[config.mk]
export PLATFORM = sky130hd
export DESIGN_NAME = gaussian_conv_mac
export DESIGN_NICKNAME = d
export VERILOG_FILES = /design/src/rtl/gaussian_conv_pkg.sv /design/src/rtl/gaussian_coef_store.sv /design/src/rtl/gaussian_conv_mac.sv
export SDC_FILE = /design/constraint.sdc
export NUM_CORES = 1
export LEC_CHECK = 0
export BUFFER_PORTS_ARGS = -buffer_cell sky130_fd_sc_hd__buf_2
export CAP_MARGIN = 25
export CORE_MARGIN = 5
export CORE_UTILIZATION = 50
export CTS_CLUSTER_SIZE = 24
export DETAILED_ROUTE_END_ITERATION = 10
export PLACE_DENSITY = 0.69
export SETUP_SLACK_MARGIN = 0.05
export SLEW_MARGIN = 20
export SYNTH_ARGS = -nofsm -noshare
export SYNTH_HDL_FRONTEND = slang
export SYNTH_SLANG_ARGS = --single-unit
[constraint.sdc]
create_clock -name clk -period 10.3 [get_ports clk]
set_clock_uncertainty 0.15 [all_clocks]
set_input_delay 1.03 -clock clk [delete_from_list [all_inputs] [get_ports clk]]
set_output_delay 1.03 -clock clk [all_outputs]
set_load 0.02 [all_outputs]
[src/rtl/gaussian_conv_pkg.sv]
// gaussian_conv_pkg
// Shared definitions for the Gaussian convolution MAC slice:
//   state_t    - controller state encoding (also exported on the debug port)
//   DEF_*      - default parameter values for SIZE, PIX_W and COEF_W
//   acc_width  - accumulator width that can hold SIZE*SIZE full-scale
//                pixel*coefficient products without overflow
package gaussian_conv_pkg;

   typedef enum logic [1:0] {
      ST_LOAD     = 2'd0,
      ST_WAIT_WIN = 2'd1,
      ST_MAC      = 2'd2,
      ST_OUTPUT   = 2'd3
   } state_t;

   localparam int DEF_SIZE   = 5;
   localparam int DEF_PIX_W  = 8;
   localparam int DEF_COEF_W = 16;

   // One product needs pix_w+coef_w bits; summing size*size of them adds
   // ceil(log2(size*size)) bits of headroom.
   function automatic int acc_width(input int pix_w, input int coef_w, input int size);
      return pix_w + coef_w + $clog2(size * size);
   endfunction

endpackage

[src/rtl/gaussian_coef_store.sv]
// gaussian_coef_store
// Coefficient storage: DEPTH words of COEF_W bits, one synchronous write
// port and one combinational indexed read port. Contents are deliberately
// not reset; the controller tracks validity with coef_loaded.
// Ports:
//   clk      - rising-edge clock
//   wr_en    - write strobe
//   wr_idx   - write index
//   wr_data  - write word
//   rd_idx   - read index
//   rd_data  - word at rd_idx
module gaussian_coef_store #(
   parameter int DEPTH  = 25,
   parameter int COEF_W = 16,
   parameter int IDX_W  = 5
) (
   input  logic              clk,
   input  logic              wr_en,
   input  logic [IDX_W-1:0]  wr_idx,
   input  logic [COEF_W-1:0] wr_data,
   input  logic [IDX_W-1:0]  rd_idx,
   output logic [COEF_W-1:0] rd_data
);

   logic [COEF_W-1:0] mem [DEPTH];

   always_ff @(posedge clk) begin
      if (wr_en) begin
         mem[wr_idx] <= wr_data;
      end
   end

   assign rd_data = mem[rd_idx];

endmodule

[src/rtl/gaussian_conv_mac.sv]
// gaussian_conv_mac
// SIZE x SIZE convolution of one pixel window against a loaded kernel using a
// single multiplier: one tap per cycle, SIZE*SIZE cycles per window, then the
// accumulator is rounded half-up from Q0.COEF_W back to a PIX_W pixel.
//
// Build option: define GAUSS_CONV_SAT_EN to clamp results above 2^PIX_W-1;
// without it the low PIX_W bits of the rounded result are output (wrap).
//
// Handshakes: a transfer happens on a rising edge where both valid and ready
// are high; valid/data are held by the sender until that edge, ready never
// depends on the same-cycle valid except that kernel_reload masks win_ready.
//
// Ports:
//   clk, reset_n          - clock, asynchronous active-low reset
//   kernel_reload         - restart coefficient loading (honoured in WAIT_WIN)
//   coef_valid/data/ready - coefficient stream, row-major order
//   coef_loaded           - all SIZE*SIZE coefficients held
//   win_valid/data/ready  - pixel window, element k at [k*PIX_W +: PIX_W]
//   out_valid/data/ready  - filtered pixel
//   dbg_state             - current controller state
module gaussian_conv_mac
   import gaussian_conv_pkg::*;
#(
   parameter int SIZE   = DEF_SIZE,
   parameter int PIX_W  = DEF_PIX_W,
   parameter int COEF_W = DEF_COEF_W
) (
   input  logic                       clk,
   input  logic                       reset_n,
   input  logic                       kernel_reload,
   input  logic                       coef_valid,
   input  logic [COEF_W-1:0]          coef_data,
   output logic                       coef_ready,
   output logic                       coef_loaded,
   input  logic                       win_valid,
   input  logic [SIZE*SIZE*PIX_W-1:0] win_data,
   output logic                       win_ready,
   output logic                       out_valid,
   output logic [PIX_W-1:0]           out_data,
   input  logic                       out_ready,
   output state_t                     dbg_state
);

   localparam int N      = SIZE * SIZE;
   localparam int IDX_W  = $clog2(N);
   localparam int ACC_W  = acc_width(PIX_W, COEF_W, SIZE);
   localparam int PROD_W = PIX_W + COEF_W;

   localparam logic [IDX_W-1:0] LAST     = IDX_W'(N - 1);
   localparam logic [ACC_W:0]   HALF     = (ACC_W+1)'(1) << (COEF_W - 1);
   localparam logic [ACC_W:0]   PIX_MAX  = (ACC_W+1)'((1 << PIX_W) - 1);

   state_t                     state;
   logic [IDX_W-1:0]           coef_idx;
   logic [IDX_W-1:0]           tap;
   logic [ACC_W-1:0]           acc;
   logic [N*PIX_W-1:0]         win_q;
   logic [COEF_W-1:0]          coef_rd;
   logic [PIX_W-1:0]           pix;
   logic [PROD_W-1:0]          prod;
   logic [ACC_W:0]             rnd_sum;
   logic [ACC_W:0]             result;
   logic                       coef_wr;
   logic                       win_take;

   // Reset holds the state at LOAD, so coef_ready is additionally gated by
   // reset_n to stay low while reset is asserted.
   assign coef_ready = reset_n && (state == ST_LOAD);
   assign win_ready  = (state == ST_WAIT_WIN) && !kernel_reload;
   assign out_valid  = (state == ST_OUTPUT);
   assign dbg_state  = state;

   assign coef_wr  = coef_valid && coef_ready;
   assign win_take = win_valid && win_ready;

   gaussian_coef_store #(
      .DEPTH  (N),
      .COEF_W (COEF_W),
      .IDX_W  (IDX_W)
   ) u_coef_store (
      .clk     (clk),
      .wr_en   (coef_wr),
      .wr_idx  (coef_idx),
      .wr_data (coef_data),
      .rd_idx  (tap),
      .rd_data (coef_rd)
   );

   // Datapath: one tap per cycle from the registered window.
   assign pix  = win_q[int'(tap) * PIX_W +: PIX_W];
   assign prod = PROD_W'(pix) * PROD_W'(coef_rd);

   // Round half up: add 0.5 LSB of the output scale, then drop the fraction.
   assign rnd_sum = {1'b0, acc} + HALF;
   assign result  = rnd_sum >> COEF_W;

   always_comb begin
      out_data = '0;
      if (state == ST_OUTPUT) begin
`ifdef GAUSS_CONV_SAT_EN
         out_data = (result > PIX_MAX) ? {PIX_W{1'b1}} : PIX_W'(result);
`else
         out_data = PIX_W'(result);
`endif
      end
   end

   // Window register has no reset: it is only read after a handshake loads it.
   always_ff @(posedge clk) begin
      if (win_take) begin
         win_q <= win_data;
      end
   end

   always_ff @(posedge clk or negedge reset_n) begin
      if (!reset_n) begin
         state       <= ST_LOAD;
         coef_idx    <= '0;
         tap         <= '0;
         acc         <= '0;
         coef_loaded <= 1'b0;
      end else begin
         case (state)
            ST_LOAD: begin
               // No timeout: the block waits here for as long as coef_valid is low.
               if (coef_wr) begin
                  if (coef_idx == LAST) begin
                     coef_loaded <= 1'b1;
                     coef_idx    <= '0;
                     state       <= ST_WAIT_WIN;
                  end else begin
                     coef_idx <= coef_idx + IDX_W'(1);
                  end
               end
            end
            ST_WAIT_WIN: begin
               if (kernel_reload) begin
                  coef_loaded <= 1'b0;
                  coef_idx    <= '0;
                  state       <= ST_LOAD;
               end else if (win_valid) begin
                  acc   <= '0;
                  tap   <= '0;
                  state <= ST_MAC;
               end
            end
            ST_MAC: begin
               acc <= acc + ACC_W'(prod);
               if (tap == LAST) begin
                  tap   <= '0;
                  state <= ST_OUTPUT;
               end else begin
                  tap <= tap + IDX_W'(1);
               end
            end
            ST_OUTPUT: begin
               if (out_ready) begin
                  state <= ST_WAIT_WIN;
               end
            end
            default: begin
               state <= ST_LOAD;
            end
         endcase
      end
   end

endmodule

# After elaboration in Yosys (flattened, before gate mapping)
# Memory sizes are Yosys's and may differ from the RTL's.
# Cells that the tools add are included.
# word_totals
register_bits	242
out_inout_bits	14
mem_count	1
input_bits	222
wordCells	63
mem_bits_rw	400
# classes
reduce_logical	12
eq_ne	13
multipliers	1
n_shift	1
n_addsub	4
muxes	25
# memory_table
memory	depth	word_bits	read_ports	rd_clocked_by_memory_dff	wr	line_no	source
u_coef_store.mem	25	16	1	0	1	gaussian_coef_store.sv:25	logic [COEF_W-1:0] mem [DEPTH];
# op_table
operator	n
variable part select 200 x 9 -> 8 bit	1
two-way mux 29 bit	2
case mux 29 bit (2 select lines)	1
two-way mux 5 bit	6
adder 29 x 24 -> 29 bit	1
adder 24 x 16 -> 24 bit (second input constant)	1
multiplier 8 x 16 -> 24 bit	1
case mux 5 bit (2 select lines)	2
two-way mux 2 bit	6
adder 5 x 1 -> 5 bit (second input constant)	2
== test 5 bit (second input constant)	2
!= test 2 bit (second input constant)	5
two-way mux 8 bit	1
case mux 2 bit (4 select lines)	1
AND reduction 3 bit	2
two-way mux 1 bit	5
AND reduction 5 bit	1
== test 2 bit (second input constant)	2
logical AND 1 bit	4
!= test 2 x 1 -> 1 bit (second input constant)	2
AND reduction 4 bit	1
nonzero test 2 bit	2
!= test 3 bit (second input constant)	1
== test 2 x 1 -> 1 bit (second input constant)	1
other kinds (3)	3

# Depth between registers and ports, before layout
# depth
word_depth	5
depth_mapped	25
mapped_depth_nobuf	22

# Cells and area by module
# Synthesis repeated with hierarchy kept, for this count alone.
# unflattened
hier_cells	1880
area_unflattened_um2	30212.7
# modules_own_cells
mod	instances	area_per_inst_um2	cells_per_inst	seq_area_each_um2
gaussian_coef_store	1	15636.2	767	12011.5
gaussian_conv_mac	1	14576.5	1113	6931.6

# Worst setup path before layout
# No wires, ideal clock.
# synth_path
path_type	input-to-reg
from	input port kernel_reload
to	register acc[11]
slack_ns	2.285
t_required_ns	10.067
arrival_ns	7.783
setup_ns	0.083
path_buffers	1
cell_stages	6
cell_sequence	nand2b_1 -> inv_1 -> and2_1 -> o21ai_0 -> clkbuf_1 -> o21ai_0
# synth_via
elab_chain_cells	2
# synth_lines
element	line_no	source
from (decl)	gaussian_conv_mac.sv:30	input logic kernel_reload,
!= test 2 bit (no line)	--	
AND reduction 3 bit (no line)	--	
to (signal assigned)	gaussian_conv_mac.sv:148	acc <= acc + ACC_W'(prod);
to (decl)	gaussian_conv_mac.sv:56	logic [ACC_W-1:0] acc;
# No other way between the ends.
# A chain may end at the register's enable or synchronous reset.

# Worst setup path in the final report
# layout_path
from	register tap[0]
to	register acc[19]
# layout_via
elab_chain_cells	4
# layout_lines
element	line_no	source
from (decl)	gaussian_conv_mac.sv:55	logic [IDX_W-1:0] tap;
from (signal assigned)	gaussian_conv_mac.sv:153	tap <= tap + IDX_W'(1);
variable part select 200 x 9 -> 8 bit or memory (25 x 16 bit) (tied branches)	--	
multiplier 8 x 16 -> 24 bit (*)	gaussian_conv_mac.sv:91	assign prod = PROD_W'(pix) * PROD_W'(coef_rd);
adder 29 x 24 -> 29 bit (*)	gaussian_conv_mac.sv:148	
case mux 29 bit (2 select lines) (*)	gaussian_conv_mac.sv:123	case (state)
# Every way passes the cells marked *; elsewhere a longest branch is shown, timed or not.

==> results by group <==
Synth
  – Synth top area cells: edfxtp_1 61%, mux4_2 8.8%, fa_1 7.1%
  – Mean post-synth cell area: 16.8 sq um
  – Cells after synthesis: 1770
  – Post-synth EDFFs: 600
  – Compound-Gate Fraction of Synth Area: 3.50%
  – Ys Warns: 0
  – Seq/Total Area, Yosys: 63.7%
  – Seq cells post-synth: 637
  – Cell taking the most area after synthesis: edfxtp_1
  – Asr flop ratio synth: 5.81%
  – Post-synthesis mux area share: 14.0%
  – Post-Syn Area: 29700 sq um
  – Top_reg_cell synth: edfxtp_1
  – Adder-cell area share of the yosys netlist: 9.46%
  – Post-Synth Simple-Gate Area: 4.77%
  – Xor-xnor portion of the synthesized cell area: 0.737%
  – Post-synth top area share: 60.6%
  – Synth cell count leaders: 600 x edfxtp_1, 185 x inv_1, 122 x nor2_1
  – Distinct cells, synth: 59
  – Largest family of logic cells by synthesized area: multiplexers
  – Most common cell in the netlist: edfxtp_1
  – Post-synthesis net count: 2153

Worst setup path
  – Worst r2r src: tap[0]$_DFFE_PN0P_
  – Worst setup startpoint: tap[0]$_DFFE_PN0P_
  – Critical path type: register to register
  – Reg-to-reg endpoint: acc[19]$_DFFE_PN0P_
  – Worst Path Required: 10.65 ns
  – R2R Setup Slk: 2.57 ns
  – Worst path arrival time: 8.08 ns
  – CP Launch Type: register
  – CP endpoint kind: register
  – CP Max Fanout: 65
  – Reg2reg path depth: 22

Timing
  – Slew headroom: 37.1%
  – Max Fclk: 0.129 GHz
  – Final Max Slew Viols: 0
  – Final worst-path cycle share: 75.1%
  – Endpoints failing setup: 0
  – Unrepaired setup endpoints after global routing: no
  – Worst-margin pin slew: 0.943 ns
  – Setup_tns: 0 ns
  – Final Hold Violating Endpoints: 0
  – Min cycle time layout: 7.73 ns
  – Hold WS: 0.143 ns

Global route
  – Initial antenna violation count: 3
  – Largest net degree at the start of global routing: 156
  – GRT Util Overall: 21.4%
  – Vias in the first global route: 17.0k
  – Global-route wire length before repair: 103000 microns
  – Grt total ovfl: 0

Die
  – Num ports: 236
  – Die height: 254 microns
  – Width of the die: 254 microns
  – Die area: 64400 sq um
  – # rows: 89
  – Core ar.: 58900 sq um
  – Initial core utilization: 50.4%

CTS
  – Hold Buf Count CTS: 0
  – Root buf cell: clkbuf_16
  – Post-CTS setup-driven buffer insertion count: 0
  – Post-cts resize count: 0
  – TritonCTS clock tree: done
  – Worst-skew pair later-pin latency: 0.61 ns
  – H-Tree Depth: 3
  – Clock Sinks: 637
  – CTS Buffer Depth: 3
  – Worst-path clk slew: 0.06 ns
  – Num CTS Buffers: 69

Detailed routing
  – Vias/cell: 5.66
  – DRC: 0
  – Pre-Repair DR Iteration Count: 5
  – Remaining antenna violation count after routing: 0
  – Violation count after the first detailed-route iteration: 1149
  – Drt total wl: 68600 microns
  – Via count: 16.3k
  – Wire length per cell: 23.9 microns

Finish
  – Final instance area: 34000 sq um
  – Layout cells sized above 1: 25.1%
  – Final nets: 2431
  – Area growth syn-to-layout: 14.3%
  – Finished Layout Cells: 2874

Placement
  – Post-DP Area: 31800 sq um
  – GPL Wtd Cong: 0.857
  – IO Port Bufs: 235
  – Post-DP HPWL: 45500 microns
  – Cell count after placement: 2750

Outcome
  – Status: finished clean

Min path
  – HP Class: primary input to asynchronous set/reset pin

Flow run
  – Max Cap Violations: 0
[cell families after synthesis]
family,Yosys count
mux,221
buf+inv,255
xor+xnor,25
flops,637
compound gates,157
simple gates,314
fa+ha+maj,161
[worst max path at each step]
stage | cells past startpoint | slack [ns] | to
after global routing | 22 | 2.02 | acc[19]$_DFFE_PN0P_
after detailed placement | 22 | 2.64 | acc[19]$_DFFE_PN0P_
after global placement | 20 | 2.72 | acc[19]$_DFFE_PN0P_
final | 22 | 2.57 | acc[19]$_DFFE_PN0P_
after CTS | 20 | 2.59 | acc[19]$_DFFE_PN0P_
after floorplan | 6 | 2.28 | acc[11]$_DFFE_PN0P_
[worst max-delay path, stage by stage (launching register included)]
cell and delay, ns:
dfrtp_4 0.98, buf_12 0.47, mux4_2 0.58, mux2i_1 0.41
o211ai_1 0.20, nand2_1 0.48, nor2_1 0.14, fa_1 0.52
inv_1 0.05, fa_1 0.54, inv_1 0.05, fa_1 0.48
inv_1 0.05, fa_1 0.47, inv_1 0.04, ha_1 0.32
o21ai_0 0.14, o21ai_0 0.18, a221o_1 0.41, a31oi_1 0.34
o21ai_0 0.16, xnor2_1 0.14, o21ai_0 0.16
[flip-flops by register name, indices dropped and copies added (netlist names)]
name,cells
u_coef_store.mem,400
win_q,200
acc,24
coef_idx,5
tap,5
dbg_state,2
coef_loaded,1
[routing by layer]
metal / vias to the layer above / part of all wire, % / track usage [%] / wire, microns
li1: 7193 / - / - / -
met1: 8428 / 39 / 28.4 / 27000
met2: 534 / 51 / 36.3 / 35000
met3: 101 / 6.7 / 4.17 / 4590
met4: 4 / 3.0 / 6.41 / 2050
met5: - / 0.031 / 0 / 21
[area by class of cell]
cell class | instances | area, sq um
sequential | 637 | 19000
antenna | 1 | 2.50
fill | 4495 | 24900
timing repair buffer | 276 | 1510
clock inverter | 44 | 380
multi-input combinational | 878 | 9650
tap | 773 | 967
inverter | 186 | 698
clock buffer | 79 | 1810
[through the flow]
stage | setup slack [ns] | utilization [%]
6_report | 2.57 | 57.7
5_1_grt | 2.02 | 57.7
3_3_place_gp | 2.72 | 54.0
4_1_cts | 2.59 | 57.7
2_1_floorplan | 2.28 | -
3_5_place_dp | 2.64 | 54.0
[placed cells by master, fill, tap and decap left out, drive strengths merged, types with 9 or more instances in the layout]
master,instances
nor2,122
o21ai,56
clkbuf,79
buf,276
a21oi,25
o22ai,9
a21o,13
nand3,16
mux2i,69
fa,106
and2,10
xnor2,17
nand2,92
mux4,146
dfrtp,37
nor2b,12
clkinv,33
nand2b,24
ha,55
inv,191
edfxtp,600
or2,11
Power is not shown: default switching activity piles up to over one toggle a cycle in this logic, so the estimate is an artifact.
